`config.mk`:
```
export PLATFORM = sky130hd
export DESIGN_NAME = msg_display_scanner_flat
export DESIGN_NICKNAME = d
export VERILOG_FILES = /design/src/rtl/msg_display_scanner_if.sv /design/src/rtl/msg_display_scanner.sv /design/src/flat_wrapper.sv
export SDC_FILE = /design/constraint.sdc
export NUM_CORES = 1
export LEC_CHECK = 0
export CAP_MARGIN = 30
export CORE_MARGIN = 10
export CORE_UTILIZATION = 54
export DETAILED_ROUTE_END_ITERATION = 10
export HOLD_SLACK_MARGIN = 0.06
export PLACE_DENSITY_LB_ADDON = 0.25
export SKIP_LAST_GASP = 1
export SLEW_MARGIN = 0
export SYNTH_ARGS = -nofsm -noshare
export SYNTH_HDL_FRONTEND = slang
export SYNTH_SLANG_ARGS = --single-unit
```
`constraint.sdc`:
```
create_clock -name CLK -period 4.1 [get_ports CLK]
set_input_delay 0.82 -clock CLK [delete_from_list [all_inputs] [get_ports CLK]]
set_output_delay 0.82 -clock CLK [all_outputs]
set_load 0.02 [all_outputs]
```
`src/rtl/msg_display_scanner_if.sv`:
```
// rtl/msg_display_scanner_if.sv - request inputs and scanned display outputs of the message scanner
// Purpose: bundles the front-panel request lines and the 7-segment pin outputs.
// Ports (signals):
//   M, S0..S3, SR, SP, SN, VL : request lines (driven by master, read by scanner)
//   seg[6:0], h, an[DIGITS-1:0], frame : display pins (driven by scanner)
interface msg_display_scanner_if #(
    parameter int DIGITS = 4
);
    logic              M;
    logic              S0;
    logic              S1;
    logic              S2;
    logic              S3;
    logic              SR;
    logic              SP;
    logic              SN;
    logic              VL;
    logic [6:0]        seg;
    logic              h;
    logic [DIGITS-1:0] an;
    logic              frame;

    modport master (
        output M, S0, S1, S2, S3, SR, SP, SN, VL,
        input  seg, h, an, frame
    );

    modport slave (
        input  M, S0, S1, S2, S3, SR, SP, SN, VL,
        output seg, h, an, frame
    );
endinterface

```
`src/rtl/msg_display_scanner.sv`:
```
// rtl/msg_display_scanner.sv - priority message select with time-multiplexed 7-segment scan
// Purpose: picks one 4-character message from the request lines at each frame
// boundary and scans it right-aligned over DIGITS digits; fault messages blink.
// Ports:
//   CLK  : system clock
//   RST  : synchronous active-high reset
//   bus  : slave side of msg_display_scanner_if (requests in, seg/h/an/frame out)
module msg_display_scanner #(
    parameter int DIGITS       = 4,
    parameter int DIV          = 50000,
    parameter int BLINK_FRAMES = 64,
    parameter int ACTIVE_LOW   = 1
) (
    input  logic                  CLK,
    input  logic                  RST,
    msg_display_scanner_if.slave  bus
);
    localparam int   CW  = (DIV > 1) ? $clog2(DIV) : 1;
    localparam int   PW  = $clog2(DIGITS);
    localparam int   BW  = $clog2(BLINK_FRAMES + 1);
    localparam logic POL = (ACTIVE_LOW != 0);

    typedef enum logic [3:0] {
        MSG_IDLE, MSG_ERSR, MSG_ERSP, MSG_ERSN, MSG_ERDL,
        MSG_CE01, MSG_CL02, MSG_CC05, MSG_CP10
    } msg_t;

    logic [CW-1:0]     r_cnt;
    logic [PW-1:0]     r_ptr;
    logic [BW-1:0]     r_bcnt;
    logic              r_phase;
    msg_t              r_msg;
    logic [6:0]        r_seg;
    logic              r_h;
    logic [DIGITS-1:0] r_an;
    logic              r_frame;

    logic              w_tick;
    logic              w_wrap;
    logic [PW-1:0]     w_ptr_nxt;
    msg_t              w_req_msg;
    msg_t              w_msg_nxt;
    logic [BW-1:0]     w_bcnt_nxt;
    logic              w_phase_nxt;
    logic [6:0]        w_seg;
    logic              w_h;
    logic [DIGITS-1:0] w_an;

    // Four glyphs packed leftmost-first, gfedcba per character.
    function automatic logic [6:0] char_glyph(input msg_t m, input logic [1:0] idx);
        logic [27:0] w;
        case (m)
            MSG_ERSR: w = {7'h79, 7'h50, 7'h6D, 7'h50};
            MSG_ERSP: w = {7'h79, 7'h50, 7'h6D, 7'h73};
            MSG_ERSN: w = {7'h79, 7'h50, 7'h6D, 7'h54};
            MSG_ERDL: w = {7'h79, 7'h50, 7'h5E, 7'h30};
            MSG_CE01: w = {7'h39, 7'h79, 7'h3F, 7'h06};
            MSG_CL02: w = {7'h39, 7'h38, 7'h3F, 7'h5B};
            MSG_CC05: w = {7'h39, 7'h39, 7'h3F, 7'h6D};
            MSG_CP10: w = {7'h39, 7'h73, 7'h06, 7'h3F};
            default:  w = 28'h0;
        endcase
        return w[7 * (3 - int'(idx)) +: 7];
    endfunction

    assign w_tick    = (r_cnt == CW'(DIV - 1));
    assign w_wrap    = w_tick && (r_ptr == PW'(DIGITS - 1));
    assign w_ptr_nxt = !w_tick ? r_ptr : (w_wrap ? '0 : r_ptr + PW'(1));
    assign w_msg_nxt = w_wrap ? w_req_msg : r_msg;

    always_comb begin
        w_req_msg = MSG_IDLE;
        if (!bus.M)       w_req_msg = MSG_IDLE;
        else if (bus.SR)  w_req_msg = MSG_ERSR;
        else if (bus.SP)  w_req_msg = MSG_ERSP;
        else if (bus.SN)  w_req_msg = MSG_ERSN;
        else if (bus.VL)  w_req_msg = MSG_ERDL;
        else if (bus.S0)  w_req_msg = MSG_CE01;
        else if (bus.S1)  w_req_msg = MSG_CL02;
        else if (bus.S2)  w_req_msg = MSG_CC05;
        else if (bus.S3)  w_req_msg = MSG_CP10;
    end

    // A changed message restarts the blink cycle in the ON phase.
    always_comb begin
        w_bcnt_nxt  = r_bcnt;
        w_phase_nxt = r_phase;
        if (w_wrap) begin
            if (w_req_msg != r_msg) begin
                w_bcnt_nxt  = '0;
                w_phase_nxt = 1'b1;
            end else if (r_bcnt == BW'(BLINK_FRAMES - 1)) begin
                w_bcnt_nxt  = '0;
                w_phase_nxt = ~r_phase;
            end else begin
                w_bcnt_nxt  = r_bcnt + BW'(1);
            end
        end
    end

    // Outputs are computed from next-state values so they track ptr from the same edge.
    always_comb begin
        w_seg = 7'h00;
        w_h   = 1'b0;
        w_an  = DIGITS'(1) << w_ptr_nxt;
        if (w_msg_nxt == MSG_IDLE) begin
            w_h = 1'b1;
        end else if (int'(w_ptr_nxt) < DIGITS - 4) begin
            w_seg = 7'h00;
        end else if ((w_msg_nxt inside {MSG_ERSR, MSG_ERSP, MSG_ERSN, MSG_ERDL}) && !w_phase_nxt) begin
            w_seg = 7'h00;
        end else begin
            w_seg = char_glyph(w_msg_nxt, 2'(int'(w_ptr_nxt) - (DIGITS - 4)));
        end
    end

    always_ff @(posedge CLK) begin
        if (RST) begin
            r_cnt   <= '0;
            r_ptr   <= '0;
            r_bcnt  <= '0;
            r_phase <= 1'b1;
            r_msg   <= MSG_IDLE;
            r_seg   <= {7{POL}};
            r_h     <= ~POL;
            r_an    <= DIGITS'(1) ^ {DIGITS{POL}};
            r_frame <= 1'b0;
        end else begin
            r_cnt   <= w_tick ? '0 : r_cnt + CW'(1);
            r_ptr   <= w_ptr_nxt;
            r_bcnt  <= w_bcnt_nxt;
            r_phase <= w_phase_nxt;
            r_msg   <= w_msg_nxt;
            r_seg   <= w_seg ^ {7{POL}};
            r_h     <= w_h ^ POL;
            r_an    <= w_an ^ {DIGITS{POL}};
            r_frame <= w_wrap;
        end
    end

    assign bus.seg   = r_seg;
    assign bus.h     = r_h;
    assign bus.an    = r_an;
    assign bus.frame = r_frame;
endmodule

```
`src/flat_wrapper.sv`:
```
// flat-port wrapper written by rule: the top's interface ports become plain ports
module msg_display_scanner_flat 
#(
    parameter int DIGITS       = 4,
    parameter int DIV          = 50000,
    parameter int BLINK_FRAMES = 64,
    parameter int ACTIVE_LOW   = 1
)
  (CLK, RST, bus_M, bus_S0, bus_S1, bus_S2, bus_S3, bus_SR, bus_SP, bus_SN, bus_VL, bus_seg, bus_h, bus_an, bus_frame);
  msg_display_scanner_if #(.DIGITS(DIGITS)) bus_i ();
  input  logic CLK;
  input  logic RST;
  input wire logic [$bits(bus_i.M)-1:0] bus_M;
  input wire logic [$bits(bus_i.S0)-1:0] bus_S0;
  input wire logic [$bits(bus_i.S1)-1:0] bus_S1;
  input wire logic [$bits(bus_i.S2)-1:0] bus_S2;
  input wire logic [$bits(bus_i.S3)-1:0] bus_S3;
  input wire logic [$bits(bus_i.SR)-1:0] bus_SR;
  input wire logic [$bits(bus_i.SP)-1:0] bus_SP;
  input wire logic [$bits(bus_i.SN)-1:0] bus_SN;
  input wire logic [$bits(bus_i.VL)-1:0] bus_VL;
  output wire logic [$bits(bus_i.seg)-1:0] bus_seg;
  output wire logic [$bits(bus_i.h)-1:0] bus_h;
  output wire logic [$bits(bus_i.an)-1:0] bus_an;
  output wire logic [$bits(bus_i.frame)-1:0] bus_frame;
  assign bus_i.M = bus_M;
  assign bus_i.S0 = bus_S0;
  assign bus_i.S1 = bus_S1;
  assign bus_i.S2 = bus_S2;
  assign bus_i.S3 = bus_S3;
  assign bus_i.SR = bus_SR;
  assign bus_i.SP = bus_SP;
  assign bus_i.SN = bus_SN;
  assign bus_i.VL = bus_VL;
  assign bus_seg = bus_i.seg;
  assign bus_h = bus_i.h;
  assign bus_an = bus_i.an;
  assign bus_frame = bus_i.frame;
  msg_display_scanner #(.DIGITS(DIGITS), .DIV(DIV), .BLINK_FRAMES(BLINK_FRAMES), .ACTIVE_LOW(ACTIVE_LOW)) u_core (.CLK(CLK), .RST(RST), .bus(bus_i));
endmodule
```
==> metrics.md, run 1 <==
| Metric | Value |
|---|---|
| Outcome | completed |
| Slew headroom | 58.9% |
| DRT Wirelength | 9.05 mm |
| Clock Latency Late Sink | 0.30 ns |
| Share of cells above drive strength 1 | 10.8% |
| Vias per cell | 6.42 |
| Number of synthesis warnings | 0 |
| Worst EP required | 4.33 ns |
| Number of top-level pins | 24 |
| Synth top area share | 25.5% |
| Pins Over Slew Limit | 0 |
| Layout Utilization | 64.5% |
| Setup CP Type | in -> reg |
| Initial Utilization | 56.2% |
| Nets | 498 |
| # diodes | 0 |
| Max Cap Viol | 0 |
| GP Congestion | 1.04 |
| Die height | 99.0 um |
| Gate Count Post-Synth | 445 |
| Final setup violation count | 0 |
| Hold WC Path Type | reg -> reg |
| Slowest cell on crit path | clkdlybuf4s50_1 |
| Post-Syn Area | 3370 sq um |
| Worst Tran Pin Value | 0.617 ns |
| Hold_buf cts | 0 |
| First-pass GRT wire length | 15.1 mm |
| Setup Skew | 0.00885 ns |
| Crit path DAT | 4.02 ns |
| CTS Buf Count | 5 |
| RSZ-0062 raised after global routing | false |
| Vias | 3520 |
| Dpl cells | 541 |
| Largest area contributor in the netlist | dfxtp_1 |
| Synth area leaders | dfxtp_1 (26%), nor2_1 (6.9%), ha_1 (5.2%) |
| Final period util | 92.4% |
| Clock transition at path regs | 0.08 ns |
| Die width | 99.0 um |
| Sequential area share after synthesis | 25.5% |
| Peak Freq | 264 MHz |
| Flops & latches, synth | 43 |
| Max incr delay on CP | 0.56 ns |
| Buffers and inverters on the worst path | 3 |
| Total track usage | 17.9% |
| GRT overflow | 0 |
| Number of enable flip-flop cells after synthesis | 0 |
| Root Buffer | clkbuf_8 |
| Die ar. | 9800 sq um |
| Maximum fanout along the worst path | 8 |
| P&R area growth vs syn | 14.7% |
| Setup TNS | 0 ns |
| Vias in the first global route | 3198 |
| Hold slack | 0.462 ns |
| Async SR Flop Fraction | 0% |
| Initial antenna violation count | 0 |
| Setup crit start kind | primary input |
| I/O Buffers | 23 |
| Post-detail-place hpwl | 6.92 mm |
| Pin count of the biggest net entering global routing | 27 |
| Post-cts sizing count | 0 |
| TritonCTS clock tree | done |
| Post-synth top cells | nor2_1 (62), dfxtp_1 (43), nand2_1 (36), a21oi_1 (29), o21ai_0 (22) |
| Mean routed wirelength per cell | 16.5 um |
| Crit path capture type | flop |
| Drt initial violations | 383 |
| Maximum VDD drop | 206 uV |
| Clk sinks | 43 |
| Post-Synthesis Net Count | 470 |
| PD cells | 202 nW/um^2 |
| Count leader, synth | nor2_1 |
| Final hold vios | 0 |
| Final ANT Viol Nets | 0 |
| Worst path cell trace | clkdlybuf4s50_1, nor2_1, a221oi_1, o21ai_0, nor2_1, a21oi_1, ha_1, buf_4, inv_1, a21oi_1, mux2_2, a21boi_0, a21boi_0, a2111oi_0, o21ai_0, nand4_1 |
| # DRC | 0 |
| Drt pass-1 iters | 6 |
| CP delay by family, top | compound AO/OA/AOI/OAI gates |
| Core Box Area | 5990 sq um |
| Top FF cell, synth | dfxtp_1 |
| Final Non-Filler Cells | 548 |
| Max clock buf depth | 2 |
| Row count | 28 |
| H-tree Lvls | 2 |
| Leak | 1.47 nW |
| Fin crit period | 3.79 ns |
| Avg Cell Area, Syn | 7.57 sq um |
| Post-CTS Setup Bufs | 0 |
| Distinct cells, synth | 74 |
## state kept, by name, indices dropped and copies added, names as in the netlist
| name | flops |
|---|---|
| u_core.bus.an | 4 |
| u_core.bus.seg | 7 |
| u_core.r_ptr | 2 |
| u_core.r_phase | 1 |
| u_core.r_bcnt | 7 |
| u_core.r_cnt | 16 |
| u_core.r_msg | 4 |
| u_core.bus.frame | 1 |
| u_core.bus.h | 1 |
## per-layer routing
metal  vias to the layer above  track usage [%]  routed length, um
met5                         -                0                  0
met4                         0             5.51                135
met3                        16             4.47                818
met2                       165             29.7               4360
met1                      1640             22.1               3730
li1                       1699                -                  -
## logic make-up (layout without fill, tap and decap cells)
group,after synthesis,in the layout,synth area share (%)
AO/OA/AOI/OAI,127,127,26.0
XOR/XNOR,16,16,4.16
adder cells (fa/ha/maj),14,14,5.20
buffers and inverters,44,72,5.79
flip-flops,43,43,25.5
multiplexers,19,19,6.20
AND/OR/NAND/NOR,182,182,27.1
## metrics by stage
step                      worst slack [ns]  power [mW]  cell area [sq um]
after floorplan                      0.321       0.449               3370
after global placement               0.169       0.468               3760
after detailed placement            0.0838       0.468               3760
after CTS                            0.376       0.793               3860
after global routing                0.0213       0.812               3860
final                                0.313       0.779               3860
## worst register-to-register path: stages, from the launching register on
cell,delay [ns]
dfxtp_1,0.35
or4b_1,0.66
nor4_1,0.28
nand2_1,0.22
a21oi_1,0.26
buf_4,0.17
ha_1,0.23
o211ai_1,0.13
a21oi_1,0.55
buf_4,0.22
o22ai_1,0.08
o311a_1,0.36
o21ai_1,0.06
and2_1,0.12
## power breakdown
part           switching, mW  internal [mW]
clock                  0.143          0.178
sequential           0.00246          0.420
combinational         0.0193         0.0171
total                  0.164          0.615
## path summary, 6_finish.rpt
kind                        to  cells past startpoint             start  slack (ns)
min           u_core.r_bcnt[6]                      1  u_core.r_bcnt[6]        0.46
max          u_core.bus.seg[0]                     16            bus_S0        0.31
max reg2reg  u_core.bus.seg[1]                     13  u_core.r_cnt[11]        0.37
min reg2reg   u_core.r_bcnt[6]                      1  u_core.r_bcnt[6]        0.46
## cells in the final DEF (no fill, tap or decap), types with 7 or more instances in the layout
master / netlist / final
clkdlybuf4s50_1: 0 / 23
o21ai_0: 22 / 22
ha_1: 14 / 14
mux2i_1: 13 / 13
xor2_1: 8 / 8
nor2_1: 62 / 62
nand2_1: 36 / 36
a211oi_1: 9 / 9
dfxtp_1: 43 / 43
nand3_1: 16 / 16
buf_4: 2 / 27
xnor2_1: 8 / 8
nor3_1: 14 / 14
inv_1: 13 / 13
a31oi_1: 8 / 8
nand4_1: 7 / 7
a21oi_1: 29 / 29
## final cells by class
| class | count | area, sq um |
|---|---|---|
| Clock inverter | 2 | 37.5 |
| Fill cell | 527 | 2130 |
| Timing Repair Buffer | 50 | 433 |
| Clock buffer | 5 | 68.8 |
| Multi-Input combinational cell | 358 | 2310 |
| Sequential cell | 43 | 861 |
| Inverter | 15 | 56.3 |
| Tap cell | 75 | 93.8 |
No activity file was read; power rests on OpenSTA's default activity.
==> run 2, diff against run 1 <==
- CORE_UTILIZATION: 54 -> 60
- clock period: 4.1 -> 4.29 ns (I/O delays scaled with it)
==> run 2 against run 1 <==
Effect of this change:
- count of clock-buffer cells in the layout unchanged
- largest power group unchanged
- register-to-register slack better by 0.08 ns
- critical path depth down 1
==> metrics.md, run 2 (synthesis results as in run 1) <==
| Metric | Value |
|---|---|
| # DRC | 0 (unchanged) |
| Die ar. | 9010 sq um (-8.0%) |
| Setup CP Type | in -> reg |
| Max Cap Viol | 0 (unchanged) |
| Drt pass-1 iters | 5 (-1) |
| Maximum fanout along the worst path | 5 (-3) |
| Clock transition at path regs | 0.09 ns (about the same) |
| Max clock buf depth | 2 (unchanged) |
| Hold_buf cts | 0 (unchanged) |
| Switching share of power | 25.2% (+4.1 points) |
| Crit path DAT | 4.10 ns (+0.08 ns) |
| Net switching power | 180 uW (+9.5%) |
| Outcome | completed |
| Met3 wire length | 783 um (-4.3%) |
| Worst Tran Pin Value | 0.524 ns (-0.0930 ns) |
| Setup Skew | 0.0106 ns (+0.00179 ns) |
| Number of top-level pins | 24 (unchanged) |
| DRT Wirelength | 8.75 mm (-3.3%) |
| Power share of the clock group | 38.7% (-2.5 points) |
| Pins Over Slew Limit | 0 (unchanged) |
| Drt initial violations | 438 (+14%) |
| Root Buffer | clkbuf_8 |
| Setup TNS | 0 ns (unchanged) |
| Worst EP required | 4.54 ns (+0.21 ns) |
| Die height | 94.9 um (-4.1%) |
| Logic pwr share | 4.8% (about the same) |
| Nets | 493 (-1.0%) |
| P&R area growth vs syn | 13.0% |
| Final ANT Viol Nets | 0 (unchanged) |
| Maximum VDD drop | 169 uV (-18%) |
| I/O Buffers | 23 (unchanged) |
| Peak Freq | 260 MHz |
| Register with the most flip-flops | u_core.r_cnt |
| Worst reg2reg setup slack | 0.45 ns (+0.08 ns) |
| Initial Utilization | 61.6% (+5.3 points) |
| Final hold vios | 0 (unchanged) |
| PD cells | 187 nW/um^2 (-7.0%) |
| Final setup violation count | 0 (unchanged) |
| WL met1 | 3.62 mm (-2.9%) |
| Max reg flops | 16 (unchanged) |
| Slew headroom | 64.2% (+5.3 points) |
| Share of cells above drive strength 1 | 10.0% (-0.76 points) |
| Initial antenna violation count | 0 (unchanged) |
| Row count | 27 (-3.6%) |
| Pin count of the biggest net entering global routing | 31 (+15%) |
| Vias per cell | 6.47 (+0.66%) |
| Post-CTS Setup Bufs | 0 (unchanged) |
| Met2 WL | 4.11 mm (-5.8%) |
| Core Box Area | 5470 sq um (-8.6%) |
| Total track usage | 19.9% (+2.0 points) |
| # diodes | 0 (unchanged) |
| Most frequent cells in the layout | nor2_1 (62), dfxtp_1 (43), nand2_1 (36), a21oi_1 (29), clkdlybuf4s50_1 (23) |
| Post-cts sizing count | 0 (unchanged) |
| Setup crit start kind | primary input |
| Vias | 3498 (-0.63%) |
| Final period util | 89.7% |
| Vias in the first global route | 3233 (+1.1%) |
| TritonCTS clock tree | done |
| Dpl cells | 533 (-1.5%) |
| Post-detail-place hpwl | 6.49 mm (-6.2%) |
| First-pass GRT wire length | 15.0 mm (-0.91%) |
| Clock Latency Late Sink | 0.31 ns (about the same) |
| CTS Buf Count | 5 (unchanged) |
| RSZ-0062 raised after global routing | false |
| Die width | 94.9 um (-4.1%) |
| GRT overflow | 0 (unchanged) |
| Seq pwr share | 56.5% (+2.3 points) |
| Leak | 1.44 nW (-2.2%) |
| DR top layer | met4 |
| Hold slack | 0.478 ns (+0.0157 ns) |
| Hold WC Path Type | reg -> reg |
| Pint | 534 uW (-13%) |
| Crit path capture type | flop |
| Fin crit period | 3.85 ns |
| H-tree Lvls | 2 (unchanged) |
| Final Non-Filler Cells | 541 (-1.3%) |
| Commonest non-fill, non-tap cell in the layout | nor2_1 |
| Layout Utilization | 69.6% (+5.1 points) |
| Clk sinks | 43 (unchanged) |
| GP Congestion | 1.00 (-3.1%) |
| Mean routed wirelength per cell | 16.2 um (-2.1%) |
-- run 2: cell count changes in the layout (fill, tap and decap cells not counted), sizes merged --
| cell | previous run | this run |
|---|---|---|
| buf | 27 | 22 |
| clkinvlp | 1 | 2 |
| inv | 14 | 15 |
| bufinv | 1 | 0 |
-- run 2: worst paths after layout --
path / start / to / cells after the start
worst max-delay path: bus_SN / u_core.bus.seg[0] / 15
worst min-delay path: u_core.r_cnt[0] / u_core.r_cnt[0] / 1
worst max register to register: u_core.r_cnt[11] / u_core.bus.seg[0] / 14
worst min register to register: u_core.r_cnt[0] / u_core.r_cnt[0] / 1
-- run 2: area by class of cell --
cell class,instances,area [sq um]
Sequential cell,43,861
Timing Repair Buffer,45,395
Tap cell,72,90.1
Multi-Input combinational cell,358,2310
Clock buffer,5,68.8
Clock inverter,3,23.8
Fill cell,478,1660
Inverter,15,56.3
-- run 2: through the flow --
stage	power, mW	setup WS [ns]	area [sq um]
2_1_floorplan	0.429	0.511	3370
3_3_place_gp	0.446	0.128	3720
3_5_place_dp	0.447	0.208	3720
4_1_cts	0.722	0.506	3810
5_1_grt	0.741	0.00119	3810
6_report	0.714	0.442	3810
-- run 2: layer usage --
layer  track usage [%]  up-vias
met5                 0        -
met4              6.61        0
met3              3.65       32
met2              32.7      185
met1              25.5     1590
li1                  -     1691
-- run 2: critical path: stages --
cell,delay (ns)
clkdlybuf4s50_1,0.56
inv_1,0.06
a221oi_1,0.27
o21ai_0,0.16
nor2_1,0.11
a21oi_1,0.08
ha_1,0.27
nor2b_1,0.11
o21ai_0,0.08
mux2_2,0.26
a21boi_0,0.23
a21boi_0,0.20
a2111oi_0,0.57
o21ai_0,0.16
nand4_1,0.11
-- run 2: power by group through the flow --
| stage | logic (mW) | registers [mW] | clock network, mW |
|---|---|---|---|
| 3_3_place_gp | 0.0338 | 0.413 | 0 |
| 2_1_floorplan | 0.0170 | 0.412 | 0 |
| 5_1_grt | 0.0382 | 0.404 | 0.299 |
| 3_5_place_dp | 0.0344 | 0.413 | 0 |
| 4_1_cts | 0.0346 | 0.403 | 0.283 |
| 6_report | 0.0346 | 0.403 | 0.276 |
==> run 3, diff against run 2 <==
- SKIP_CTS_REPAIR_TIMING: default -> 1
==> results of run 3 <==
No change in the layout: final DEF, timing and power equal those of run 2.
